File: config.mk
export PLATFORM = sky130hd
export DESIGN_NAME = imem_loader
export DESIGN_NICKNAME = d
export VERILOG_FILES = /design/src/rtl/imem_loader.sv
export SDC_FILE = /design/constraint.sdc
export NUM_CORES = 1
export LEC_CHECK = 0
export CAP_MARGIN = 20
export CELL_PAD_IN_SITES_DETAIL_PLACEMENT = 1
export CELL_PAD_IN_SITES_GLOBAL_PLACEMENT = 2
export CORE_UTILIZATION = 28
export DETAILED_ROUTE_END_ITERATION = 7
export GPL_TIMING_DRIVEN = 0
export PLACE_DENSITY = 0.79
export SYNTH_ARGS = -nofsm -noshare
export SYNTH_HDL_FRONTEND = slang
export SYNTH_SLANG_ARGS = --single-unit
File: constraint.sdc
create_clock -name clk -period 2.7 [get_ports clk]
set_input_delay 0.675 -clock clk [delete_from_list [all_inputs] [get_ports clk]]
set_output_delay 0.675 -clock clk [all_outputs]
set_load 0.005 [all_outputs]
File: src/rtl/imem_loader.sv
// imem_loader: assembles a little-endian byte stream into 32-bit words and writes them to instruction memory,
// holding the core in reset until the requested word count has been written.
module imem_loader #(
  parameter int DATA_WIDTH    = 32,
  parameter int ADDRESS_WIDTH = 32,
  parameter int MEM_SIZE      = 256,
  parameter int CNT_WIDTH     = $clog2(MEM_SIZE) + 1
) (
  input  logic                     clk,
  input  logic                     rst,
  input  logic                     start_i,
  input  logic [CNT_WIDTH-1:0]     num_words_i,
  input  logic [ADDRESS_WIDTH-1:0] base_addr_i,
  input  logic                     byte_valid_i,
  input  logic [7:0]               byte_i,
  output logic                     byte_ready_o,
  output logic                     mem_we_o,
  output logic [ADDRESS_WIDTH-1:0] mem_addr_o,
  output logic [DATA_WIDTH-1:0]    mem_wdata_o,
  output logic                     cpu_rst_o,
  output logic                     busy_o,
  output logic                     done_o,
  output logic                     error_o
);
  typedef enum logic [2:0] {IDLE, RECV, WRITE, DONE, ERR} state_t;
  state_t                   state_q, state_d;
  logic [1:0]               byte_idx_q, byte_idx_d;
  logic [CNT_WIDTH-1:0]     word_idx_q, word_idx_d, count_q, count_d;
  logic [ADDRESS_WIDTH-1:0] base_q, base_d, addr_q, addr_d;
  logic [DATA_WIDTH-1:0]    asm_q, asm_d, wdata_q;
  logic                     ready_q, we_q, cpu_rst_q, busy_q, done_q, error_q;
  logic                     accept, legal;
  assign accept = ready_q && byte_valid_i;
  assign legal  = (num_words_i != '0) && (num_words_i <= CNT_WIDTH'(MEM_SIZE));
  always_comb begin
    state_d    = state_q;
    byte_idx_d = byte_idx_q;
    word_idx_d = word_idx_q;
    count_d    = count_q;
    base_d     = base_q;
    asm_d      = asm_q;
    case (state_q)
      IDLE, DONE, ERR: if (start_i) begin
        state_d = legal ? RECV : ERR;
        if (legal) begin
          count_d    = num_words_i;
          base_d     = base_addr_i & ~ADDRESS_WIDTH'(3);
          byte_idx_d = '0;
          word_idx_d = '0;
          asm_d      = '0;
        end
      end
      RECV: if (accept) begin
        asm_d[{byte_idx_q, 3'b000} +: 8] = byte_i;
        byte_idx_d = byte_idx_q + 2'd1;
        state_d    = (byte_idx_q == 2'd3) ? WRITE : RECV;
      end
      WRITE: begin
        word_idx_d = word_idx_q + CNT_WIDTH'(1);
        byte_idx_d = '0;
        state_d    = (word_idx_d == count_q) ? DONE : RECV;
      end
      default: state_d = IDLE;
    endcase
    addr_d = (state_d == WRITE) ? base_q + (ADDRESS_WIDTH'(word_idx_q) << 2) : addr_q;
  end
  // Outputs are registered from the next state so they line up with the state they describe.
  always_ff @(posedge clk) begin
    if (rst) begin
      state_q    <= IDLE;
      byte_idx_q <= '0;
      word_idx_q <= '0;
      count_q    <= '0;
      base_q     <= '0;
      asm_q      <= '0;
      addr_q     <= '0;
      wdata_q    <= '0;
      ready_q    <= 1'b0;
      we_q       <= 1'b0;
      cpu_rst_q  <= 1'b1;
      busy_q     <= 1'b0;
      done_q     <= 1'b0;
      error_q    <= 1'b0;
    end else begin
      state_q    <= state_d;
      byte_idx_q <= byte_idx_d;
      word_idx_q <= word_idx_d;
      count_q    <= count_d;
      base_q     <= base_d;
      asm_q      <= asm_d;
      addr_q     <= addr_d;
      wdata_q    <= (state_d == WRITE) ? asm_d : wdata_q;
      ready_q    <= state_d == RECV;
      we_q       <= state_d == WRITE;
      cpu_rst_q  <= state_d != DONE;
      busy_q     <= (state_d == RECV) || (state_d == WRITE);
      done_q     <= state_d == DONE;
      error_q    <= state_d == ERR;
    end
  end
  assign byte_ready_o = ready_q;
  assign mem_we_o     = we_q;
  assign mem_addr_o   = addr_q;
  assign mem_wdata_o  = wdata_q;
  assign cpu_rst_o    = cpu_rst_q;
  assign busy_o       = busy_q;
  assign done_o       = done_q;
  assign error_o      = error_q;
endmodule

Word level (Yosys, flattened, before mapping). Index checks and enable logic that the tools add are counted.

Register bits after elaboration: 155. Latch bits: 0. Memory bits (writable): 0. Bits in read-only memories: 0. Input port bits: 53. Output and inout port bits: 70. Logic and storage cells: 64. Memories kept: 0.

$add $sub $neg: 4. $mul: 0. Div/mod/pow operators: 0. $lt $le $gt $ge: 1. Equal/unequal tests: 14. Shift-type cells: 2. Mux-type cells: 18. Bitwise gates (word level): 0. Reductions and logical operators: 11.

Operators with widths (count): 2-to-1 mux 32 bit (3); case mux 32 bit (2 select lines) (1); adder 32 x 11 -> 32 bit (1); bitwise mux 32 bit (1); variable shift 8 x 7 -> 32 bit (first input constant) (1); indexed part select 8 x 7 -> 32 bit (1); 2-to-1 mux 9 bit (2); case mux 9 bit (2 select lines) (1); == test 3 x 2 -> 1 bit (second input constant) (4); 2-to-1 mux 2 bit (5); adder 9 x 1 -> 9 bit (second input constant) (1); == test 9 bit (1); less-or-equal comparator 9 bit (second input constant) (1); 2-to-1 mux 3 bit (3); case mux 3 bit (3 select lines) (1); nonzero test 9 bit (1); negation 5 -> 7 bit (1); == test 3 x 1 -> 1 bit (second input constant) (2); == test 3 bit (second input constant) (2); != test 2 bit (second input constant) (3); case mux 2 bit (3 select lines) (1); AND reduction 3 bit (2); AND reduction 4 bit (1); zero test 3 bit (1); 8 further kinds (9).

Depth between registers and ports, before layout.
Word-level depth: 7. Gate-level depth with buffers: 10. Depth with buffers taken out: 9.

Least setup slack after synthesis. No wires, ideal clock.

Path type: reg-to-reg. Start point: register word_idx_q[0]. End point: register addr_q[14], in the netlist mem_addr_o[14]. Library setup time: 0.091 ns. Data arrival time: 2.412 ns. Required time: 2.609 ns. Setup slack: 0.197 ns. Cell stages (with the launch flop): 11. Buffers on the path: 1. Clock period less this slack: 2.503 ns. Path through: dfxtp_1 -> ha_1 -> inv_1 -> fa_1 -> nand2b_1 -> a21oi_1 -> o31ai_1 -> and2_1 -> buf_2 -> or3_1 -> a311oi_1.

Longest elaborated chain between the ends: 5. Elaborated cells between the ends (all ways): 6. Those cells by class: add/sub: 2; eq/ne: 2; mux: 2.

Ends and longest elaborated chain: start, declared (RTL line 28) `logic [CNT_WIDTH-1:0] word_idx_q, word_idx_d, count_q, count_d;`; start signal, assigned (RTL line 87) `word_idx_q <= word_idx_d;`; adder 9 x 1 -> 9 bit (RTL line 59) `word_idx_d = word_idx_q + CNT_WIDTH'(1);`; == test 9 bit (RTL line 61) `state_d = (word_idx_d == count_q) ? DONE : RECV;`; 2-to-1 mux 2 bit (RTL line 61); case mux 3 bit (3 select lines) (RTL line 42) `case (state_q)`; == test 3 x 2 -> 1 bit (RTL line 65) `addr_d = (state_d == WRITE) ? base_q + (ADDRESS_WIDTH'(word_idx_q) << 2) : addr_q;`; end signal, assigned (RTL line 91) `addr_q <= addr_d;`; end, declared (RTL line 29) `logic [ADDRESS_WIDTH-1:0] base_q, base_d, addr_q, addr_d;`.

Parallel ways exist; a longest one is shown, timed or not. A chain may end at the register's enable or synchronous reset.

Worst setup path after layout.
Start point: input num_words_i[4]. End point: register base_q[17].

Longest elaborated chain between the ends: 3. Elaborated cells between the ends (all ways): 4. Those cells by class: order compare: 1; reduce/logical: 3.

Ends and longest elaborated chain: start, declared (RTL line 12) `input logic [CNT_WIDTH-1:0] num_words_i,`; less-or-equal comparator 9 bit / nonzero test 9 bit (equally long branches) (RTL line 34) `assign legal = (num_words_i != '0) && (num_words_i <= CNT_WIDTH'(MEM_SIZE));`; logical AND 1 bit * (RTL line 34); AND reduction 3 bit (no line) *; end signal, assigned (RTL line 89) `base_q <= base_d;`; end, declared (RTL line 29).

Mark *: on every way between the ends. The rest lies on a longest branch, timed or not.

==> flow_summary_export.csv <==
group,metric,value,unit
floorplanning,die_y,158,um
clocking,insertion_delay,0.43,ns
floorplanning,core_area,23600,sq um
timing,fin_tns_setup,0,ns
synth,syn_area_per_cell,8.62,sq um
placement,place_hpwl,16.0,mm
timing,timing.final.max_slew_violations,0,
clocking,cts.sinks,153,
setup_path,cpPeakStageDelay,0.42,ns
detailed_routing,route.detailed.drc,0,
timing,skew,0.00881,ns
synth,synth_area_leader_cell,"dfxtp_1",
setup_path,critPathArrivalTime,2.86,ns
clocking,cts_hold_buf,0,
timing,finalHoldViolCount,0,
final_layout,nNetsFinal,999,
detailed_routing,drt-wirelength-per-cell,17.3,um
floorplanning,fp.dieW,158,um
power_and_ir_drop,p_leak,0.00316,uW
clocking,cts_tree,"yes",
synth,synth_area_leaders,"dfxtp_1 (45%), nand2_1 (5.6%), nor2_1 (5.2%)",
timing,fmax,0.388,GHz
final_layout,regArea,3070,sq um
global_routing,grt_pass1_vias,6286,
synth,synth-seq-cells,153,
placement,post-place-ws,-0.624,ns
final_layout,design_area,9070,sq um
setup_path,criticalPathCategory,"primary input to flop",
placement,dpl.cell_count,1225,
global_routing,grt_overflow,0,
setup_path,start_kind,"primary input",
floorplanning,initial_core_util,28.8,%
clocking,htreeDepth,4,
synth,synthFlopType,"dfxtp_1",
synth,yosysWarningCount,0,
final_layout,multiInputGateArea,3480,sq um
global_routing,grt_max_degree,17,
outcome,outcome,"finished, final reports clean",
timing,fin_ws,0.121,ns
timing,worst_pin_slew,0.736,ns
floorplanning,die_area,24900,sq um
timing,finalSetupViolations,0,
detailed_routing,ant_nets,0,
clocking,cts_buffer_depth,2,
setup_path,crit_path_end_kind,"flop",
synth,seq_area_frac_synth,45.1,%
synth,synth_area,6790,sq um
run,maxCapViolations,0,
global_routing,grt_pass1_wl,34.4,mm
final_layout,drive_gt1_share,9.34,%
timing,whs,0.462,ns
setup_path,critPathMaxFanout,10,
global_routing,antenna_found_initial,0,
detailed_routing,drtIter0Drc,326,
detailed_routing,dr.pass1.iters,5,
timing,rsz0062_at_grt,"false",
clocking,cts_made_buffers,17,
synth,async_flop_share,0,%
synth,synth_cell_types,65,
final_layout,diodes,0,
min_path,hp-class,"flop to flop",
timing,maxSlewHeadroom,50.8,%
floorplanning,pin_count,123,
synth,netlist_instances,788,
power_and_ir_drop,peakVddDrop,0.000242,V
timing,period_share,95.5,%
synth,synth_edf_count,0,
setup_path,crit_slowest_cell,"clkdlybuf4s50_1",
clocking,path_clk_slew,0.06,ns
floorplanning,num_rows,56,
detailed_routing,wl,21.8,mm
placement,globalplace.congestion,0.810,
placement,portBuffers,117,
placement,post_dp_cell_area,8370,sq um
detailed_routing,vias,6283,
power_and_ir_drop,p_per_area,571,nW/um^2
setup_path,worstPathRequired,2.98,ns
final_layout,syn_to_final_growth,33.5,%
clocking,clock-root-buffer,"clkbuf_16",
detailed_routing,routed_via_density,4.98,
global_routing,grt.total_usage,18.2,%
final_layout,instances_no_fill,1261,
synth,synth_top_area_share,45.1,%
timing,fin_crit,2.58,ns
setup_path,path_cells,"clkdlybuf4s50_1 > nor4_1 > a21boi_1 > or3_1 > clkbuf_1 > clkbuf_4 > buf_2 > nand2_1 > a21oi_1",
final_layout,fillers,2792,
## layout make-up
type	count	share of cell area [%]
plain buffers	57	2.86
flip-flops and latches	153	33.8
repair buffers	121	13.2
clock buffers	19	4.77
multi-input cells	565	38.4
clock inverters	13	1.96
inverters	14	0.579
well taps	319	4.40
## cells by family (layout without fill, tap and decap cells)
group / count (synthesis) / in the layout / synth area share, %
compound gates: 219 / 219 / 22.6
xor+xnor: 31 / 31 / 4.00
fa+ha+maj: 17 / 17 / 3.24
buf+inv: 71 / 224 / 4.51
flops: 153 / 153 / 45.1
mux: 1 / 1 / 0.166
other cells: 1 / 2 / 0.0552
simple gates: 295 / 295 / 20.3
## layout by cell type (no fill, tap or decap), types with 4 or more instances in the layout
cell             count
clkinv_2             5
a221oi_1             8
clkdlybuf4s50_1    117
a22oi_1             16
inv_1               14
o21ai_0             19
xnor2_1             23
buf_4                7
a22o_1              16
a311oi_1             6
a211oi_2             5
nand4_1              6
and2_1               4
xor2_1               8
a21o_1               4
a32oi_1              8
nor2b_1              5
or3_1                8
buf_2               20
ha_1                15
nand3_1             19
nor3_1              16
dfxtp_1            152
bufinv_16            4
clkbuf_1            33
nand3b_1             4
clkbuf_16           17
nand2_1            102
a211oi_1            45
a21oi_1             61
nor2_1              94
and3_1               8
nand2b_1             5
## per-layer routing
metal | share of wire (%) | global-route usage [%] | up-vias
met3 | 4.1 | 3.23 | 15
met1 | 48 | 24.5 | 3033
met5 | 0 | 0 | -
met2 | 47 | 29.9 | 138
met4 | 0.95 | 4.81 | 0
li1 | - | - | 3097
## power by group
part	internal, uW	leakage (uW)	switching (uW)
logic	142	0.00163	189
registers	2290	0.00124	37.7
clock network	1540	0.000296	979
total	3970	0.00316	1210
## worst max-delay path, delay by kind of cell
family          cells  cell delay (ns)
buf+inv             4             1.02
simple gates        3             0.84
compound gates      2             0.32
## metrics by stage
step | total power (uW) | utilization, %
after floorplan | 2530 | -
after global placement | 2700 | 35.4
after detailed placement | 2710 | 35.4
after CTS | 5230 | 38.2
after global routing | 5360 | 38.4
final | 5180 | 38.4
## cells in the mapped netlist (3+ instances only)
library cell,count
a211oi_2,4
and4_1,3
nand2b_1,6
nor2b_1,5
xor2_1,8
and3_1,8
nor2_1,95
nand3_1,19
o31ai_1,3
a22oi_1,16
dfxtp_1,153
a221oi_1,8
clkbuf_1,31
a2111o_1,3
nor3_1,16
buf_4,3
a22o_1,16
a311oi_1,6
ha_1,16
a21boi_0,3
nand2_1,102
a211oi_1,46
o21ai_0,19
a21o_1,4
xnor2_1,23
nand4_1,6
a21oi_1,62
and2_1,4
buf_2,22
nand3b_1,4
inv_1,14
a32oi_1,8
or3_1,8
a31oi_1,3
## repair_timing
action | in CTS | in global routing
resized for setup | 5 | 10
gates cloned | 0 | 0
endpoints found under the setup margin | 40 | 31
pin swaps | 2 | 1
buffers inserted | 4 | 0
## flip-flops by register name, summed over array words and instances (netlist names)
name and flops:
byte_ready_o 1, error_o 1, byte_idx_q 2, mem_we_o 1
base_q 30, word_idx_q 9, mem_wdata_o 32, done_o 1
state_q 3, count_q 9, cpu_rst_o 1, asm_q 32
busy_o 1, mem_addr_o 30
## worst paths after layout
| check | cells past startpoint | end | slack (ns) | from |
|---|---|---|---|---|
| worst max register to register | 10 | mem_addr_o[14]$_SDFFE_PP0N_ | 0.13 | word_idx_q[0]$_SDFFE_PP0P_ |
| worst min-delay path | 2 | mem_addr_o[2]$_SDFFE_PP0N_ | 0.46 | mem_addr_o[2]$_SDFFE_PP0N_ |
| worst min register to register | 2 | mem_addr_o[2]$_SDFFE_PP0N_ | 0.46 | mem_addr_o[2]$_SDFFE_PP0N_ |
| worst max-delay path | 9 | base_q[17]$_SDFFE_PP0P_ | 0.12 | num_words_i[4] |
Power figures use the tool's default switching activity.
